`src/rtl/prog_loader.sv`:
```
// Program loader: takes a length-prefixed, checksummed byte frame and writes it into
// CPU RAM at START_ADDR, holding the CPU off the bus until the checksum byte arrives.
module prog_loader #(
  parameter logic [7:0] START_ADDR = 8'h00
) (
  input  logic       clk,
  input  logic       rst,
  input  logic       start,
  input  logic       in_valid,
  input  logic [7:0] in_data,
  output logic       in_ready,
  output logic [7:0] mem_addr,
  output logic [7:0] mem_data,
  output logic       mem_wren,
  output logic       bus_own,
  output logic       cpu_halt,
  output logic       cpu_run,
  output logic       busy,
  output logic       done,
  output logic       err,
  output logic [8:0] count
);

  typedef enum logic [2:0] {
    S_IDLE, S_LEN, S_DATA, S_SUM, S_RUN, S_ERR
  } state_t;

  state_t     state_q, state_d;
  logic [8:0] len_q, len_d;
  logic [8:0] count_q, count_d;
  logic [7:0] acc_q, acc_d;
  logic [7:0] addr_q, addr_d;
  logic [7:0] data_q, data_d;
  logic       wren_q, wren_d;
  logic       ready_q, ready_d;
  logic       own_q, own_d;
  logic       run_q, run_d;
  logic       done_q, done_d;
  logic       err_q, err_d;
  logic       xfer;

  // ready_q is exactly "state is LEN/DATA/SUM", so it doubles as the transfer qualifier
  assign xfer = in_valid & ready_q;

  always_comb begin
    state_d = state_q;
    len_d   = len_q;
    count_d = count_q;
    acc_d   = acc_q;
    addr_d  = addr_q;
    data_d  = data_q;
    wren_d  = 1'b0;
    done_d  = done_q;
    err_d   = err_q;

    case (state_q)
      S_IDLE, S_ERR: begin
        if (start) begin
          state_d = S_LEN;
          done_d  = 1'b0;
          err_d   = 1'b0;
          count_d = 9'd0;
          acc_d   = 8'd0;
        end
      end
      S_LEN: begin
        if (xfer) begin
          len_d   = (in_data == 8'd0) ? 9'd256 : {1'b0, in_data};
          state_d = S_DATA;
        end
      end
      S_DATA: begin
        if (xfer) begin
          acc_d   = acc_q + in_data;
          wren_d  = 1'b1;
          addr_d  = START_ADDR + count_q[7:0];
          data_d  = in_data;
          count_d = count_q + 9'd1;
          if (count_d == len_q) state_d = S_SUM;
        end
      end
      S_SUM: begin
        if (xfer) begin
          if (in_data == acc_q) begin
            state_d = S_RUN;
            done_d  = 1'b1;
          end else begin
            state_d = S_ERR;
            err_d   = 1'b1;
          end
        end
      end
      S_RUN:   state_d = S_IDLE;
      default: state_d = S_IDLE;
    endcase

    ready_d = (state_d == S_LEN) || (state_d == S_DATA) || (state_d == S_SUM);
    own_d   = ready_d;
    run_d   = (state_d == S_RUN);
  end

  always_ff @(posedge clk) begin
    if (rst) begin
      state_q <= S_IDLE;
      len_q   <= 9'd0;
      count_q <= 9'd0;
      acc_q   <= 8'd0;
      addr_q  <= 8'd0;
      data_q  <= 8'd0;
      wren_q  <= 1'b0;
      ready_q <= 1'b0;
      own_q   <= 1'b0;
      run_q   <= 1'b0;
      done_q  <= 1'b0;
      err_q   <= 1'b0;
    end else begin
      state_q <= state_d;
      len_q   <= len_d;
      count_q <= count_d;
      acc_q   <= acc_d;
      addr_q  <= addr_d;
      data_q  <= data_d;
      wren_q  <= wren_d;
      ready_q <= ready_d;
      own_q   <= own_d;
      run_q   <= run_d;
      done_q  <= done_d;
      err_q   <= err_d;
    end
  end

  assign in_ready = ready_q;
  assign busy     = ready_q;
  assign bus_own  = own_q;
  assign cpu_halt = own_q;
  assign cpu_run  = run_q;
  assign done     = done_q;
  assign err      = err_q;
  assign count    = count_q;
  assign mem_addr = addr_q;
  assign mem_data = data_q;
  assign mem_wren = wren_q;

endmodule
```
`config.mk`:
```
export PLATFORM = sky130hd
export DESIGN_NAME = prog_loader
export DESIGN_NICKNAME = d
export VERILOG_FILES = /design/src/rtl/prog_loader.sv
export SDC_FILE = /design/constraint.sdc
export NUM_CORES = 1
export LEC_CHECK = 0
export CELL_PAD_IN_SITES_DETAIL_PLACEMENT = 2
export CELL_PAD_IN_SITES_GLOBAL_PLACEMENT = 2
export CORE_MARGIN = 2
export CORE_UTILIZATION = 37
export CTS_CLUSTER_DIAMETER = 150
export DETAILED_ROUTE_END_ITERATION = 8
export DONT_BUFFER_PORTS = 1
export PLACE_DENSITY = 0.87
export REMOVE_ABC_BUFFERS = 1
export SLEW_MARGIN = 20
export SYNTH_ARGS = -nofsm -noshare
export SYNTH_HDL_FRONTEND = slang
export SYNTH_SLANG_ARGS = --single-unit
```
`constraint.sdc`:
```
create_clock -name clk -period 2.3 [get_ports clk]
set_input_delay 0.46 -clock clk [delete_from_list [all_inputs] [get_ports clk]]
set_output_delay 0.46 -clock clk [all_outputs]
set_load 0.05 [all_outputs]
```
* Word level (Yosys, flattened, before mapping)
Index checks and enable logic that the tools add are counted.
** Word-level totals
- Register bits after elaboration :: 50
- Word-level logic and storage cells :: 65
** Cells by class
- Add/sub/neg operators :: 2
- Equal/unequal tests :: 15
- Multiplexer cells :: 22
- Bitwise logic cells :: 2
- Reductions and logical operators :: 13
** Operators with widths (number)
- 9-bit two-way mux :: 3
- 9-bit case mux with 2 select lines :: 1
- 8-bit two-way mux :: 2
- 8-bit case mux with 2 select lines :: 1
- 3-bit two-way mux :: 5
- 3-bit by 2-bit equality test with 1-bit output (second input constant) :: 4
- 3-bit case mux with 4 select lines :: 1
- 2-bit != test (second input constant) :: 5
- 9-bit by 1-bit adder with 9-bit output (second input constant) :: 1
- 9-bit equality test :: 1
- 8-bit adder :: 1
- 8-bit equality test :: 1
- 8-bit logical NOT :: 1
- 4-bit AND reduction :: 2
- 1-bit two-way mux :: 7
- 3-bit by 1-bit equality test with 1-bit output (second input constant) :: 2
- 3-bit equality test (second input constant) :: 2
- 1-bit case mux with 2 select lines :: 2
- 2-bit AND reduction :: 2
- 2-bit nonzero test :: 2
- 2-bit OR reduction :: 2
- 3-bit logical NOT :: 1
- 3-bit AND reduction :: 1
- 1-bit logical OR :: 2
- other kinds (2) :: 2

* Longest topological paths before layout
Gate-level depths: netlist (run 1).
- Depth in word-level cells :: 8
- Mapped depth :: 7
- Mapped depth without buffers :: 7

* Worst setup path after synthesis (run 1)
No wires, ideal clock.
- Path type :: register to register
- Start point :: register count_q[0], in the netlist count[0]
- End point :: register run_q, in the netlist cpu_run
- Setup time :: 0.116 ns
- Arrival time :: 1.934 ns
- Data required time :: 2.184 ns
- Setup slack :: 0.250 ns
- Cell stages (with the launch flop) :: 8
- Buffers on the path :: 1
- Cells stage by stage :: dfxtp_1 -> ha_1 -> buf_2 -> nand3_1 -> nor2_1 -> xnor2_1 -> nand4_1 -> o211a_1
** On the way
- Cells in the longest elaborated chain, start to end :: 6
** Ends and longest elaborated chain
- from (decl) :: line 30 : logic [8:0] count_q, count_d;
- from (signal assigned) :: line 119 : count_q <= count_d;
- 9-bit by 1-bit adder with 9-bit output :: line 78 : count_d = count_q + 9'd1;
- 9-bit equality test :: line 79 : if (count_d == len_q) state_d = S_SUM;
- 3-bit two-way mux :: line 79
- 3-bit two-way mux :: line 73 : if (xfer) begin
- 3-bit case mux with 4 select lines :: line 56 : case (state_q)
- 3-bit equality test :: line 99 : run_d = (state_d == S_RUN);
- to (signal assigned) :: line 126 : run_q <= run_d;
- to (decl) :: line 37 : logic run_q, run_d;
No other way between the ends.
A chain may end at the register's enable or synchronous reset.

* Worst setup path after layout (run 1)
- Start point :: register state_q[2]
- End point :: register acc_q[2]
** On the way
- Cells in the longest elaborated chain, start to end :: 4
** Ends and longest elaborated chain
- from (decl) :: line 28 : state_t state_q, state_d;
- from (signal assigned) :: line 117 : state_q <= state_d;
- 3-bit equality test or 3-bit logical NOT (tied branches) :: line 56
- 2-bit OR reduction :: line 56
- 2-bit != test (no source line) or 2-bit nonzero test (tied branches)
- 3-bit AND reduction (no source line)
- to (signal assigned) :: line 107 : acc_q <= 8'd0;
- to (signal assigned) :: line 120 : acc_q <= acc_d;
- to (decl) :: line 31 : logic [7:0] acc_q, acc_d;
Several ways; a longest one is shown, not always the timed one.

==> flow_summary.json, run 1 <==
{
  "peakVddDrop_mv": 0.387,
  "grt_max_degree": 48,
  "p_leak_nw": 1.06,
  "powerDensity_nw_per_um2": 637,
  "ys_seq_elements": 50,
  "vias": 2340,
  "skew_ns": 0.0166,
  "syn_area_um2": 2610,
  "die_h_um": 88.0,
  "drv_cap": 0,
  "rrSetupSlack_ns": 0.17,
  "dieArea_um2": 7740,
  "htreeDepth": 2,
  "ys_seq_area_share_pct": 38.4,
  "fin_cells": 419,
  "num_antenna_cells": 0,
  "finalSetupViolCount": 0,
  "critical_path.max_fanout": 10,
  "switching_share_pct": 25.6,
  "grt.total_usage_pct": 22.9,
  "status": "complete, no violations",
  "rsz0062_at_grt": "no",
  "synth_top_area_share_pct": 38.4,
  "gp_congestion": 0.823,
  "p_seq_share_pct": 49.2,
  "start_kind": "flip-flop",
  "synthDistinctLibCells": 51,
  "dp.cells": 411,
  "cts_hold_buf": 0,
  "reg2reg_depth": 6,
  "initial_core_util_pct": 38.4,
  "drtIter0Drc": 65,
  "drt_pass1_iterations": 4,
  "p_comb_share_pct": 8.4,
  "cp-startpoint": "state_q[2]$_SDFF_PP0_",
  "syn_avg_cell_area_um2": 8.18,
  "vias_per_cell": 5.58,
  "io_buffers": 0,
  "synthArstFlopShare_pct": 0,
  "syn_inst": 319,
  "ant_nets": 0,
  "cts_resized": 0,
  "cts-root-buf": "clkbuf_8",
  "rr_startpoint": "state_q[2]$_SDFF_PP0_",
  "fin_crit_sh_pct": 92.6,
  "fp.dieW_um": 88.0,
  "slew_headroom_pct": 53.4,
  "p_sw_w": 0.000469,
  "synth_area_leaders": "dfxtp_1 (38%), a21oi_1 (6.9%), nand2_1 (6.5%)",
  "fin_util_pct": 42.3,
  "reg2reg_to": "acc_q[2]$_SDFFE_PP0P_",
  "cts.path.max_buffers": 2,
  "grt_pass1_vias": 2601,
  "wl_um": 8310,
  "pwr-share-clk_pct": 42.4,
  "critical_path_required_ns": 2.53,
  "setup.worst_path.end": "acc_q[2]$_SDFFE_PP0P_",
  "grt_pass1_wl_um": 13600,
  "final_cell_mix": "dfxtp_1 (49), nand2_1 (45), a21oi_1 (36)",
  "min_path_type": "in -> reg",
  "hpwl_um": 6100,
  "worstMarginPinSlew_ns": 0.697,
  "synth_top_area_cell": "dfxtp_1",
  "nFillCells": 773,
  "hold_viol": 0,
  "yosys_warnings": 0,
  "syn_to_final_growth_pct": 10.2,
  "clock_latency_ns": 0.33,
  "routedWlPerCell_um": 19.8,
  "synth_ff_type": "dfxtp_1",
  "final_layout_size_suffix_gt1_share_pct": 11.8,
  "cts_sinks": 50,
  "cts_setup_buffers": 0,
  "nets": 343,
  "clk_pin_slew_ns": 0.11,
  "synth_edf_count": 0,
  "antenna_found_initial": 0,
  "crit_arrival_ns": 2.35,
  "coreArea_um2": 6790,
  "intPower_w": 0.00136,
  "min_period_ns": 2.13,
  "drc": 0,
  "crit_type": "reg -> reg",
  "cts_made_buffers": 5,
  "cts_tree": "yes",
  "rows": 30,
  "mostFrequentLayoutCell": "dfxtp_1",
  "setup_tns_ns": 0,
  "max_freq_mhz": 470,
  "endpoint_kind": "flip-flop",
  "grt_overflow": 0,
  "slew_violations": 0,
  "ios": 45
}
-- registers in the layout (all words and copies together) (netlist names) --
register / cells
acc_q: 8
bus_own: 1
count: 9
cpu_run: 1
done: 1
err: 1
len_q: 9
mem_addr: 8
mem_data: 8
mem_wren: 1
state_q: 3
-- metrics by stage --
step,setup slack [ns],hold WS [ns],instance area (um2),power (W)
after floorplan,-1.13,0.430,2490,0.00103
after global placement,0.232,0.445,2740,0.00106
after detailed placement,0.131,0.472,2740,0.00107
after CTS,0.160,0.186,2880,0.00184
after global routing,0.0597,0.173,2880,0.00189
final,0.171,0.183,2880,0.00183
-- area by class of cell --
type	instances	area, um2	area share, %
Multi-Input combinational cell	241	1460	50.8
Timing Repair Buffer	17	128	4.44
Sequential cell	50	1000	34.9
Clock inverter	3	68.8	2.39
Inverter	7	26.3	0.914
Tap cell	96	120	4.18
Clock buffer	5	68.8	2.39
-- synth_stat cells, drive strengths merged, types with 6 or more instances --
cell type,n
dfxtp,50
nand2,46
a21oi,36
nor2,31
buf,15
nand3,15
o21ai,13
xor2,10
ha,8
mux2i,8
xnor2,8
inv,7
nor3,7
clkbuf,6
-- worst min-delay path by stage --
stage / from / end / slack, ns / cells past startpoint
detailed placement: acc_q[0]$_SDFFE_PP0P_ / acc_q[0]$_SDFFE_PP0P_ / 0.47 / 2
finish: rst / mem_data[3]$_SDFFE_PP0P_ / 0.18 / 1
global route: rst / mem_data[3]$_SDFFE_PP0P_ / 0.17 / 1
global placement: acc_q[0]$_SDFFE_PP0P_ / acc_q[0]$_SDFFE_PP0P_ / 0.44 / 2
CTS: rst / mem_data[3]$_SDFFE_PP0P_ / 0.19 / 1
floorplan: acc_q[0]$_SDFFE_PP0P_ / acc_q[0]$_SDFFE_PP0P_ / 0.43 / 2
-- metal layers --
metal | GRT usage, % | part of all wire [%] | vias to the layer above
met2 | 43.2 | 53 | 45
li1 | - | - | 1111
met1 | 26.9 | 43 | 1179
met3 | 4.05 | 3.4 | 5
met5 | 0 | 0 | -
met4 | 5.03 | 1.0 | 0
-- power by group through the flow --
stage	Sequential, W	Combinational [W]	Clock [W]
floorplan	0.000949	0.0000806	0
global placement	0.000919	0.000144	0
detailed placement	0.000920	0.000153	0
CTS	0.000900	0.000155	0.000781
global route	0.000903	0.000167	0.000817
finish	0.000901	0.000155	0.000777
-- worst max-delay path, stage by stage, from the launching register on --
cell and delay, ns:
dfxtp_1 0.60, nor2_1 0.14, a21boi_2 0.18, nor2_1 0.54, buf_4 0.30, nand2_1 0.07
a21oi_1 0.19
-- cells by family (layout without fill, tap and decap cells) --
family / after synthesis / after routing / synth area share [%]
XOR/XNOR: 18 / 18 / 6.04
multiplexers: 9 / 9 / 3.50
adder cells (fa/ha/maj): 9 / 9 / 4.60
AO/OA/AOI/OAI: 71 / 71 / 16.5
AND/OR/NAND/NOR: 134 / 134 / 25.3
flip-flops: 50 / 50 / 38.4
buffers and inverters: 28 / 32 / 5.61
(Power assumes the default switching activity.)
==> inputs of run 2 (changes only) <==
Settings changed: CELL_PAD_IN_SITES_DETAIL_PLACEMENT 2 to 0, CELL_PAD_IN_SITES_GLOBAL_PLACEMENT 2 to 1, CORE_UTILIZATION 37 to 40, PLACE_DENSITY 0.87 to 0.77.
==> run 2 against run 1 <==
Combinational power fell by 8%. Total power decreased by 16%. Wire length is 27% lower. Non-clock buffer count unchanged.
==> flow_summary.json, run 2 (same netlist as run 1, synthesis figures left out) <==
{
  "timing.critical_path.buf_inv": 0,
  "coreArea_um2": 6310,
  "final_cell_mix": "dfxtp_1 (49), nand2_1 (45), a21oi_1 (36)",
  "hpwl_um": 4250,
  "max_freq_mhz": 499,
  "vias": 2182,
  "crit_family": "simple AND/OR/NAND/NOR gates",
  "crit_arrival_ns": 2.21,
  "worstMarginPinSlew_ns": 0.545,
  "endpoint_kind": "flip-flop",
  "io_buffers": 0,
  "cts.path.max_buffers": 2,
  "rsz0062_at_grt": "no",
  "status": "complete, no violations",
  "nets": 343,
  "drtIter0Drc": 91,
  "p_sw_w": 0.000400,
  "dieArea_um2": 7180,
  "num_antenna_cells": 0,
  "whs_ns": 0.213,
  "die_h_um": 84.8,
  "mostFrequentLayoutCell": "dfxtp_1",
  "cts_made_buffers": 5,
  "start_kind": "flip-flop",
  "drt_pass1_iterations": 5,
  "dp.cells": 392,
  "switching_share_pct": 26.0,
  "cts_resized": 0,
  "syn_to_final_growth_pct": 6.95,
  "initial_core_util_pct": 41.3,
  "grt_overflow": 0,
  "wl_um": 6080,
  "p_leak_nw": 1.03,
  "pwr-share-clk_pct": 32.1,
  "rrSetupSlack_ns": 0.30,
  "grt_pass1_wl_um": 10300,
  "cts-root-buf": "clkbuf_8",
  "p_comb_share_pct": 9.3,
  "fin_cells": 399,
  "peakVddDrop_mv": 0.268,
  "crit_chain": "ha_1 -> nor4_1 -> nand3_1 -> a311oi_1 -> or2_2 -> o31ai_2",
  "cp-startpoint": "acc_q[3]$_SDFFE_PP0P_",
  "grt_pass1_vias": 2076,
  "fp.dieW_um": 84.8,
  "gp_congestion": 0.797,
  "final_layout_size_suffix_gt1_share_pct": 10.9,
  "critical_path_required_ns": 2.50,
  "critical-path-max-stage-delay_ns": 0.46,
  "routedWlPerCell_um": 15.2,
  "grt_max_degree": 48,
  "preCtsSetupSlack_ns": 0.142,
  "htreeDepth": 2,
  "cts_hold_buf": 0,
  "crit_type": "reg -> reg",
  "powerDensity_nw_per_um2": 550,
  "vias_per_cell": 5.47,
  "ios": 45,
  "p_seq_share_pct": 58.5,
  "slew_violations": 0,
  "fin_crit_sh_pct": 87.1,
  "finalSetupViolCount": 0,
  "min_path_type": "in -> reg",
  "critPathSlowestCell": "a311oi_1",
  "drv_cap": 0,
  "fin_ws_ns": 0.298,
  "drc": 0,
  "critical_path.max_fanout": 5,
  "finalPower_w": 0.00154,
  "grt.total_usage_pct": 17.7,
  "hold_start": "rst",
  "hold_viol": 0,
  "antenna_found_initial": 0,
  "intPower_w": 0.00114,
  "rr_startpoint": "acc_q[3]$_SDFFE_PP0P_",
  "rows": 29,
  "skew_ns": 0.00615,
  "cts_setup_buffers": 0,
  "clock_latency_ns": 0.30,
  "min_period_ns": 2.00,
  "slew_headroom_pct": 64.0,
  "cts_tree": "yes",
  "ant_nets": 0,
  "clk_pin_slew_ns": 0.09,
  "cts_sinks": 50
}
[run 2: layer usage]
layer  track usage, %  routed length [um]  vias to the layer above
met1             23.9                2940                     1019
met3             4.23                 251                       11
met5                0                   0                        -
met2             27.8                2810                       40
li1                 -                   -                     1112
met4             6.06                  85                        0
[run 2: worst reg2reg max path, cell delays in order, from the launching register on]
cell,delay [ns]
dfxtp_1,0.32
ha_1,0.34
nor4_1,0.34
nand3_1,0.19
a311oi_1,0.46
or2_2,0.20
o31ai_2,0.05
[run 2: stage by stage]
| stage | area, um2 | TNS (ns) | util, % |
|---|---|---|---|
| detailed placement | 2710 | 0 | 43.0 |
| CTS | 2790 | 0 | 44.2 |
| global route | 2790 | 0 | 44.2 |
| finish | 2790 | 0 | 44.2 |
| floorplan | 2490 | -30.68 | - |
| global placement | 2710 | 0 | 43.0 |
[run 2: worst paths after layout]
path                              end  cells after the start
max reg2reg     state_q[0]$_SDFF_PP0_                      6
min          mem_data[6]$_SDFFE_PP0P_                      1
max             state_q[0]$_SDFF_PP0_                      6
min reg2reg     acc_q[2]$_SDFFE_PP0P_                      2
[run 2: area by class of cell]
type,instances,area (um2)
repair buffers,17,128
flip-flops and latches,50,1000
well taps,77,96.3
fillers,676,3520
clock buffers,7,76.3
multi-input cells,241,1460
inverters,7,26.3
[run 2: power groups by stage]
stage | combinational, W | sequential [W] | clock, W
finish | 0.000143 | 0.000898 | 0.000494
global route | 0.000157 | 0.000900 | 0.000544
CTS | 0.000144 | 0.000898 | 0.000513
detailed placement | 0.000144 | 0.000918 | 0
global placement | 0.000142 | 0.000918 | 0
floorplan | 0.0000806 | 0.000949 | 0
==> inputs of run 3 (changes only) <==
--- a/constraint.sdc
+++ b/constraint.sdc
@@ -3,2 +3,2 @@
 set_output_delay 0.46 -clock clk [all_outputs]
-set_load 0.05 [all_outputs]
+set_load 0.1 [all_outputs]
==> run 3 against run 2 <==
Wire length grew 2.3%. Sequential power shrank 0.8%. Cell count is 5.3% higher. Critical path type unchanged. Critical endpoint unchanged.
==> flow_summary.json, run 3 (same netlist as run 1, synthesis figures left out) <==
{
  "min_path_type": "in -> reg",
  "num_antenna_cells": 0,
  "hold_viol": 0,
  "coreArea_um2": 6310,
  "fp.dieW_um": 84.8,
  "drc": 0,
  "grt.total_usage_pct": 18.0,
  "gp_congestion": 0.823,
  "place_area_um2": 2880,
  "p_leak_nw": 1.16,
  "cts_hold_buf": 0,
  "stdcell_area_um2": 3000,
  "cts_sinks": 50,
  "grt_max_degree": 48,
  "clk_pin_slew_ns": 0.11,
  "finalSetupViolCount": 0,
  "antenna_found_initial": 0,
  "slew_headroom_pct": 59.2,
  "grt_pass1_wl_um": 10400,
  "critical_path.max_fanout": 5,
  "clock_latency_ns": 0.32,
  "p_sw_w": 0.000496,
  "max_freq_mhz": 515,
  "min_period_ns": 1.94,
  "p_comb_share_pct": 11.6,
  "rows": 29,
  "status": "complete, no violations",
  "preCtsSetupSlack_ns": 0.200,
  "worstMarginPinSlew_ns": 0.609,
  "cts.path.max_buffers": 2,
  "cts_made_buffers": 5,
  "p_seq_share_pct": 50.5,
  "wl_met3_um": 319,
  "crit_type": "reg -> reg",
  "final_layout_size_suffix_gt1_share_pct": 16.9,
  "start_kind": "flip-flop",
  "grt_overflow": 0,
  "final_cell_mix": "dfxtp_1 (49), nand2_1 (45), a21oi_1 (36), buf_4 (36), nor2_1 (31)",
  "cts_tree": "yes",
  "cts-root-buf": "clkbuf_8",
  "ant_nets": 0,
  "io_buffers": 0,
  "switching_share_pct": 28.1,
  "met2_length_um": 2910,
  "vias_per_cell": 5.39,
  "slew_violations": 0,
  "mostFrequentLayoutCell": "dfxtp_1",
  "endpoint_kind": "flip-flop",
  "drtIter0Drc": 92,
  "hold_start": "rst",
  "fin_crit_sh_pct": 84.4,
  "routedWlPerCell_um": 14.8,
  "rrSetupSlack_ns": 0.36,
  "cts_resized": 0,
  "hpwl_um": 4400,
  "grt_pass1_vias": 2163,
  "pwr-share-clk_pct": 37.9,
  "rsz0062_at_grt": "no",
  "htreeDepth": 2,
  "critical_path_required_ns": 2.51,
  "setup_tns_ns": 0,
  "met1_length_um": 2940,
  "cp-startpoint": "acc_q[3]$_SDFFE_PP0P_",
  "peakVddDrop_mv": 0.346,
  "finalPower_w": 0.00176,
  "die_h_um": 84.8,
  "nets": 363,
  "ios": 45,
  "cts_setup_buffers": 0,
  "skew_ns": 0.0156,
  "drt_pass1_iterations": 4,
  "initial_core_util_pct": 41.3,
  "fin_util_pct": 47.4,
  "powerDensity_nw_per_um2": 589,
  "syn_to_final_growth_pct": 14.8,
  "intPower_w": 0.00127,
  "rr_startpoint": "acc_q[3]$_SDFFE_PP0P_",
  "vias": 2264,
  "fin_ws_ns": 0.358,
  "top_layer_used": "met4",
  "drv_cap": 0,
  "crit_arrival_ns": 2.15,
  "wl_um": 6220,
  "dieArea_um2": 7180
}
## run 3: cell types whose count changed in the layout (fill, tap and decap cells not counted), sizes merged
cell    change
bufinv      +1
clkbuf      -2
inv         +2
buf        +20
## run 3: power by group through the flow
| stage | Clock (W) | Combinational [W] | Sequential, W |
|---|---|---|---|
| 2_1_floorplan | 0 | 0.0000807 | 0.000992 |
| 3_3_place_gp | 0 | 0.000204 | 0.000911 |
| 3_5_place_dp | 0 | 0.000205 | 0.000911 |
| 4_1_cts | 0.000676 | 0.000205 | 0.000891 |
| 5_1_grt | 0.000702 | 0.000218 | 0.000893 |
| 6_report | 0.000668 | 0.000204 | 0.000891 |
## run 3: stage by stage
stage,cells,hold slack [ns]
3_5_place_dp,412,0.440
2_1_floorplan,298,0.430
6_report,420,0.185
5_1_grt,420,0.177
4_1_cts,420,0.183
3_3_place_gp,412,0.436
## run 3: area by class of cell
cell class | count | area (um2)
fill | 628 | 3320
multi-input combinational | 241 | 1460
sequential | 50 | 1000
timing repair buffer | 37 | 290
tap | 77 | 96.3
clock buffer | 5 | 68.8
clock inverter | 3 | 47.5
inverter | 7 | 26.3
## run 3: critical path: stages, from the launching register on
cell,delay [ns]
dfxtp_1,0.34
ha_1,0.34
nor4_1,0.29
nand3_1,0.17
a311oi_1,0.45
or2_2,0.19
o31ai_2,0.06
## run 3: final timing paths
check	cells past startpoint	endpoint
worst max register to register	6	state_q[0]$_SDFF_PP0_
worst max-delay path	6	state_q[0]$_SDFF_PP0_
worst min register to register	2	mem_addr[5]$_SDFFE_PP0P_
worst min-delay path	1	mem_data[3]$_SDFFE_PP0P_
## run 3: per-layer routing
layer / vias up / track usage (%)
li1: 1147 / -
met1: 1059 / 24.1
met2: 54 / 29.3
met3: 4 / 4.03
met4: 0 / 4.76
met5: - / 0
